**config.mk**
```make
export PLATFORM = sky130hd
export DESIGN_NAME = tm_mac_seq
export DESIGN_NICKNAME = d
export VERILOG_FILES = /design/src/rtl/tm_pkg.sv /design/src/rtl/tm_lane.sv /design/src/rtl/tm_mac_seq.sv
export SDC_FILE = /design/constraint.sdc
export NUM_CORES = 1
export LEC_CHECK = 0
export CAP_MARGIN = 10
export CORE_MARGIN = 3
export CORE_UTILIZATION = 50
export DETAILED_ROUTE_END_ITERATION = 7
export GPL_TIMING_DRIVEN = 0
export HOLD_SLACK_MARGIN = 0.06
export PLACE_DENSITY = 0.73
export SLEW_MARGIN = 20
export SYNTH_ARGS = -nofsm -noshare
export SYNTH_HDL_FRONTEND = slang
export SYNTH_SLANG_ARGS = --single-unit
```
**constraint.sdc**
```tcl
create_clock -name clk -period 5.35 [get_ports clk]
set_input_delay 0.8025 -clock clk [delete_from_list [all_inputs] [get_ports clk]]
set_output_delay 0.8025 -clock clk [all_outputs]
set_load 0.01 [all_outputs]
```
**src/rtl/tm_pkg.sv**
```systemverilog
// Shared types and helpers for the temporal multiply-accumulate engine.
// Helpers work on a fixed 64-bit carrier so that any DW/ACCW up to 64 can use them.
package tm_pkg;

    typedef enum logic [1:0] {
        ST_IDLE = 2'd0,
        ST_MUL  = 2'd1,
        ST_OUT  = 2'd2
    } tm_state_e;

    localparam int TM_MAXW = 64;

    typedef struct packed {
        logic               neg;
        logic [TM_MAXW-1:0] mag;
    } tm_abs_t;

    // Magnitude of the low dw bits of w; the most negative signed value maps to 2^(dw-1).
    function automatic tm_abs_t tm_abs(input logic [TM_MAXW-1:0] w,
                                       input int dw,
                                       input logic is_signed);
        logic [TM_MAXW-1:0] mask;
        tm_abs_t            r;
        mask  = (TM_MAXW'(1) << dw) - TM_MAXW'(1);
        r.neg = is_signed & w[dw-1];
        r.mag = r.neg ? ((~w + TM_MAXW'(1)) & mask) : (w & mask);
        return r;
    endfunction

    function automatic logic [TM_MAXW-1:0] tm_ext(input logic [TM_MAXW-1:0] a,
                                                  input int dw,
                                                  input logic is_signed);
        logic [TM_MAXW-1:0] r;
        for (int i = 0; i < TM_MAXW; i++) begin
            r[i] = (i < dw) ? a[i] : (is_signed & a[dw-1]);
        end
        return r;
    endfunction

endpackage

```
**src/rtl/tm_lane.sv**
```systemverilog
// One accumulator lane: clear, add/subtract the captured activation per MUL cycle.
// Define TM_SAT_EN to saturate each add to the signed ACCW range instead of wrapping.
module tm_lane #(
    parameter int ACCW = 32
) (
    input  logic            clk,
    input  logic            rst,
    input  logic            clr_i,
    input  logic            add_en_i,
    input  logic            neg_i,
    input  logic [ACCW-1:0] a_ext_i,
    output logic [ACCW-1:0] acc_o
);

    logic [ACCW-1:0] acc_q;
    logic [ACCW-1:0] acc_d;
    logic [ACCW-1:0] acc_sum;

`ifdef TM_SAT_EN
    logic [ACCW:0] sum_g;

    // Guard bit disagreeing with the sign bit means the true result left the signed range.
    always_comb begin
        sum_g = neg_i ? ({acc_q[ACCW-1], acc_q} - {a_ext_i[ACCW-1], a_ext_i})
                      : ({acc_q[ACCW-1], acc_q} + {a_ext_i[ACCW-1], a_ext_i});
        if (sum_g[ACCW] != sum_g[ACCW-1]) begin
            acc_sum = sum_g[ACCW] ? {1'b1, {(ACCW-1){1'b0}}} : {1'b0, {(ACCW-1){1'b1}}};
        end else begin
            acc_sum = sum_g[ACCW-1:0];
        end
    end
`else
    assign acc_sum = neg_i ? (acc_q - a_ext_i) : (acc_q + a_ext_i);
`endif

    always_comb begin
        acc_d = acc_q;
        if (clr_i) begin
            acc_d = '0;
        end else if (add_en_i) begin
            acc_d = acc_sum;
        end
    end

    always_ff @(posedge clk) begin
        if (rst) begin
            acc_q <= '0;
        end else begin
            acc_q <= acc_d;
        end
    end

    assign acc_o = acc_q;

endmodule

```
**src/rtl/tm_mac_seq.sv**
```systemverilog
// Multi-lane temporal MAC: each pair adds +/-A per lane for |W| cycles, accumulating until a last pair.
// Optional TM_SAT_EN (see tm_lane) switches lane accumulation from wrap-around to saturation.
module tm_mac_seq
    import tm_pkg::*;
#(
    parameter int DW    = 8,
    parameter int NLANE = 4,
    parameter int ACCW  = 32
) (
    input  logic                  clk,
    input  logic                  rst,
    input  logic                  in_valid,
    output logic                  in_ready,
    input  logic [NLANE*DW-1:0]   in_a,
    input  logic                  a_signed,
    input  logic [DW-1:0]         in_w,
    input  logic                  w_signed,
    input  logic                  in_last,
    output logic                  out_valid,
    input  logic                  out_ready,
    output logic [NLANE*ACCW-1:0] out_acc,
    output logic                  busy
);

    tm_state_e             state_q, state_d;
    logic [DW-1:0]         cnt_q, cnt_d;
    logic                  neg_q, neg_d;
    logic                  last_q, last_d;
    logic [ACCW-1:0]       a_ext_q [NLANE];
    logic                  accept;
    logic                  lane_clr;
    logic                  lane_add;
    tm_abs_t               abs_w;
    logic [DW-1:0]         wmag;
    logic [NLANE-1:0][TM_MAXW-1:0] ext_w;
    logic                  unused_bits;

    assign abs_w  = tm_abs(TM_MAXW'(in_w), DW, w_signed);
    assign wmag   = abs_w.mag[DW-1:0];
    assign accept = in_valid && in_ready;

    // Only the low ACCW/DW bits of the 64-bit helper results are consumed.
    assign unused_bits = ^{abs_w, ext_w};

    assign in_ready  = (state_q == ST_IDLE);
    assign out_valid = (state_q == ST_OUT);
    assign busy      = (state_q != ST_IDLE);

    always_comb begin
        state_d  = state_q;
        cnt_d    = cnt_q;
        neg_d    = neg_q;
        last_d   = last_q;
        lane_clr = 1'b0;
        lane_add = 1'b0;
        unique case (state_q)
            ST_IDLE: begin
                if (in_valid) begin
                    neg_d  = abs_w.neg;
                    last_d = in_last;
                    if (wmag != '0) begin
                        cnt_d   = wmag;
                        state_d = ST_MUL;
                    end else if (in_last) begin
                        state_d = ST_OUT;
                    end
                end
            end
            ST_MUL: begin
                lane_add = 1'b1;
                cnt_d    = cnt_q - DW'(1);
                if (cnt_q == DW'(1)) begin
                    state_d = last_q ? ST_OUT : ST_IDLE;
                end
            end
            ST_OUT: begin
                if (out_ready) begin
                    lane_clr = 1'b1;
                    state_d  = ST_IDLE;
                end
            end
            default: state_d = ST_IDLE;
        endcase
    end

    always_ff @(posedge clk) begin
        if (rst) begin
            state_q <= ST_IDLE;
            cnt_q   <= '0;
            neg_q   <= 1'b0;
            last_q  <= 1'b0;
        end else begin
            state_q <= state_d;
            cnt_q   <= cnt_d;
            neg_q   <= neg_d;
            last_q  <= last_d;
        end
    end

    generate
        for (genvar gi = 0; gi < NLANE; gi++) begin : g_lane
            assign ext_w[gi] = tm_ext(TM_MAXW'(in_a[gi*DW +: DW]), DW, a_signed);

            always_ff @(posedge clk) begin
                if (rst) begin
                    a_ext_q[gi] <= '0;
                end else if (accept) begin
                    a_ext_q[gi] <= ext_w[gi][ACCW-1:0];
                end
            end

            tm_lane #(
                .ACCW(ACCW)
            ) u_lane (
                .clk      (clk),
                .rst      (rst),
                .clr_i    (lane_clr),
                .add_en_i (lane_add),
                .neg_i    (neg_q),
                .a_ext_i  (a_ext_q[gi]),
                .acc_o    (out_acc[gi*ACCW +: ACCW])
            );
        end
    endgenerate

endmodule

```
Word level (Yosys, flattened, before mapping) --
Memories as Yosys holds them, arrays and structs flattened. Cells that the tools add are included.
Word-level totals: register bits 140, memory bits (writable) 128, word-level logic and storage cells 73, memories 1
Cells by class: $add $sub $neg 10, equality and inequality tests 8, multiplexer cells 27, bitwise logic cells 10, reductions and logical operators 9
Memories:
- a_ext_q | depth 4, bits a word 32, rd ports 4, clocked after Yosys merged registers in 0, write ports 4, RTL line tm_mac_seq.sv:29 | logic [ACCW-1:0] a_ext_q [NLANE];
Operator list (number):
- $mux 32 | 8
- $add 32x32->32 | 4
- $sub 32x32->32 | 4
- $mux 8 | 3
- $pmux 8 s2 | 1
- $mux 2 | 6
- $add 8x1->8 const B | 1
- $eq 8x1->1 const B | 1
- $mux 1 | 8
- $not 8->8 | 1
- $reduce_bool 8->1 | 1
- $sub 8x1->8 const B | 1
- $pmux 2 s3 | 1
- $and 1x1->1 | 5
- $ne 2x1->1 const B | 2
- $ne 2x2->1 const B | 2
- $or 1x1->1 | 4
- $reduce_and 4->1 | 1
- $reduce_bool 2->1 | 2
- $ne 3x1->1 const B | 1
- $reduce_and 3->1 | 1
- $eq 2x1->1 const B | 1
- $eq 2x2->1 const B | 1
- $logic_not 2->1 | 1
- other kinds (3) | 3

Depth between registers and ports, before layout --
depth after elaboration 7, depth in mapped cells 19

By module --
A second synthesis with hierarchy kept.
Second synthesis, totals: cells, all modules 2109, area, all modules 16527.1 um^2
By module, submodules not included:
- tm_lane at g_lane[1].u_lane ... | times used 2, cells an instance 484, area each 3629.7 um^2, sequential area each 640.6 um^2
- tm_lane at g_lane[0].u_lane | times used 1, cells an instance 471, area each 3572.2 um^2, sequential area each 640.6 um^2
- tm_lane at g_lane[3].u_lane | times used 1, cells an instance 484, area each 3484.6 um^2, sequential area each 640.6 um^2
- tm_mac_seq | times used 1, cells an instance 186, area each 2210.9 um^2, sequential area each 1321.3 um^2

Worst setup path after synthesis --
No wires, ideal clock.
path type register to register, start memory a_ext_q[3][4], end register g_lane[3].u_lane.acc_q[31], library setup time 72 ps, arrival 3994 ps, data required time 5278 ps, path slack 1284 ps, cell stages (with the launch flop) 17, cell sequence edfxtp_1 -> nor3_1 -> nor3b_1 -> nand3_1 -> ha_1 -> inv_1 -> o21ai_0 -> ha_1 -> clkbuf_1 -> a21oi_1 -> nor2b_1 -> or4_4 -> o31ai_4 -> a21oi_2 -> a221oi_2 -> mux2i_1 -> mux2i_1
RTL lines:
- start, declared | RTL line tm_mac_seq.sv:29
- end signal, assigned | RTL line tm_lane.sv:47 | acc_q <= '0;
- end signal, assigned | RTL line tm_lane.sv:49 | acc_q <= acc_d;
- end, declared | RTL line tm_lane.sv:15 | logic [ACCW-1:0] acc_q;

==> results.md <==
- Status: finished, final reports clean
- Nets: 2309
- Iteration count of the initial detailed-routing pass: 6
- Post-synth EDFFs: 36
- # setup viols final: 0
- Flops & latches, synth: 176
- Gate Count Post-Synth: 1899
- Vias in the first global route: 14053
- CTS tree: built
- Post-synth top flop: dfxtp_1
- Pre-CTS setup slack: 220 ps
- Placed cells: 2454
- Clock Skew: 21.0 ps
- Post-CTS Setup Bufs: 0
- Die Y: 177 µm
- Clock Sink Count: 176
- Post-route ant nets: 0
- Ant. Diodes: 0
- Core outline area: 28300 µm²
- Clock Path Buffers: 2
- # rows: 61
- Hold Slack: 471 ps
- # H-tree levels: 4
- Vias per cell: 6.03
- Critical Path RT: 5620 ps
- Total Routing Usage GR: 30.3%
- Crit path capture type: register
- Detailed Route Iter0 Violations: 1439
- Hpwl dp: 37.4 mm
- Largest net degree at the start of global routing: 38
- Worst VDD drop: 0.000238 V
- WS Path Type: reg2reg
- HP Class: reg2reg
- Fin. Hold Viols: 0
- IO Port Bufs: 177
- Setup_tns: 0 ps
- CTS Buf Count: 17
- First-pass GRT wire length: 75.1 mm
- Initial Util: 51.7%
- Final std cells w/o fill: 2486
- Post-Route WL: 48.6 mm
- Mapped Avg Cell Area: 7.70 µm²
- Syn Nets: 2113
- Cts hold-fix bufs: 0
- Drt drc: 0
- P per Cell Area: 350 nW/µm²
- Crit path max fanout: 8
- Final Cycle Share: 94.0%
- Sequential area share after synthesis: 26.6%
- Post-CTS Resized: 0
- Slew Limit Fails: 0
- Die area: 31300 µm²
- Worst Tran Pin Value: 1110 ps
- RSZ-0062 raised after global routing: no
- Mapped Area: 14600 µm²
- CP arrival: 5300 ps
- Worst setup margin: 321 ps
- Leak: 7.27 nW
- Reg clk slew, reported paths: 70 ps
- Design Area, Final: 17500 µm²
- Antenna violations before repair: 1
- GPL Wtd Cong: 0.955
- Worst Setup Start Kind: register
- Die width: 177 µm
- IO Count: 178
- Slew headroom: 25.7%
- Max cap viols: 0
- Util after Layout: 61.8%
- Fin crit period: 5030 ps
- Placed Area: 16900 µm²
- Clk Latency, worst-skew pair: 440 ps
- Total power: 6.13 mW
- Total gr overflow: 0
- Clock root buffer: clkbuf_16
- Maximum achievable frequency: 199 MHz
- Post-synth ARST share: 0%
- Synth-to-Final Area Change: 19.6%
- Yosys synthesis warning count: 0
- Layout cells sized above 1: 2.70%
- Distinct cell type count after synthesis: 78
- WL/cell: 19.5 µm
- DR vias: 15003
==> report_power, final <==
| part | internal, mW | switching, mW |
|---|---|---|
| sequential | 1.55 | 0.202 |
| combinational | 1.23 | 1.78 |
| clock | 0.740 | 0.619 |
==> flip-flops by register name (all words and copies together) (netlist names) <==
signal,count
a_ext_q,36
cnt_q,8
g_lane.u_lane.acc_o,128
last_q,1
neg_q,1
state_q,2
==> layout by cell type, fill, tap and decap left out, types with 6 or more instances in the layout <==
cell type,count
nor2_1,122
inv_1,89
nor3_1,29
a31oi_1,21
o2111ai_1,6
xnor2_1,85
or3_1,18
a21o_1,67
o31ai_1,6
and2_1,36
o211ai_1,10
ha_1,163
nor2b_1,18
a22o_1,6
nand2_1,219
o21ai_0,140
nand4_1,21
o22ai_1,8
and3_1,19
o21ai_1,10
mux2i_1,9
buf_1,17
o31a_1,6
o21bai_1,18
a21oi_1,232
edfxtp_1,36
clkbuf_16,20
nand3_1,84
o21a_1,14
nand2b_1,17
xor2_1,39
dfxtp_1,140
clkbuf_1,69
a211oi_1,26
clkdlybuf4s50_1,177
==> synth_stat cells, drive strengths merged (9+ instances only) <==
master	count	area, µm²
o21ai	150	751
nand3	84	420
nand4	21	131
o21a	14	105
nand2	219	822
a21o	67	503
buf	19	72.6
inv	90	338
nor2	122	458
a211oi	27	208
a31oi	21	131
o21bai	18	135
a21oi	233	1170
and3	19	119
edfxtp	36	1080
clkbuf	68	255
nor2b	18	113
xor2	39	342
o211ai	10	75.1
dfxtp	140	2800
and2	36	225
or3	18	113
mux2i	9	90.1
nand2b	17	106
nor3	31	160
ha	163	2040
xnor2	85	744
==> cell families after synthesis <==
| kind of cell | Yosys count | share of synthesized area [%] |
|---|---|---|
| mux | 13 | 0.924 |
| compound gates | 621 | 26.0 |
| buf+inv | 181 | 4.65 |
| fa+ha+maj | 167 | 14.5 |
| flops | 176 | 26.6 |
| xor+xnor | 124 | 7.42 |
| simple gates | 617 | 20.0 |
==> worst max-delay path, stage by stage, from the launching register on <==
cell	delay [ps]
edfxtp_1	420
inv_1	80
ha_1	170
nand2b_1	80
nor4_1	700
nand2_1	120
ha_1	310
inv_1	30
o21ai_0	440
ha_1	200
clkbuf_1	300
nand4_1	250
nor4_1	620
nor3_2	160
o31a_1	380
o21ai_1	300
a32o_1	220
o21ai_0	80
==> layer usage <==
metal / part of all wire [%] / GRT usage, % / vias up
met5: 0.056 / 0 / -
met2: 45 / 49.4 / 655
li1: - / - / 7242
met1: 44 / 40.9 / 6997
met3: 7.8 / 4.76 / 107
met4: 3.0 / 10.7 / 2
==> cell type report <==
cell class	count	area (µm²)
Fill cell	2573	10800
Multi-Input combinational cell	1542	10100
Tap cell	378	473
Sequential cell	176	3880
Timing Repair Buffer	177	1770
Clock buffer	21	504
Inverter	94	353
Clock inverter	11	111
Buffer	87	329
==> worst paths after layout <==
path | from | endpoint | slack, ps | cells past startpoint
min | g_lane[3].u_lane.acc_o[23]$_SDFFE_PP0P_ | g_lane[3].u_lane.acc_o[23]$_SDFFE_PP0P_ | 470 | 2
max reg2reg | a_ext_q[2][0]$_SDFFCE_PN0P_ | g_lane[2].u_lane.acc_o[30]$_SDFFE_PP0P_ | 320 | 17
max | a_ext_q[2][0]$_SDFFCE_PN0P_ | g_lane[2].u_lane.acc_o[30]$_SDFFE_PP0P_ | 320 | 17
min reg2reg | g_lane[3].u_lane.acc_o[23]$_SDFFE_PP0P_ | g_lane[3].u_lane.acc_o[23]$_SDFFE_PP0P_ | 470 | 2
Power figures use the tool's default switching activity.
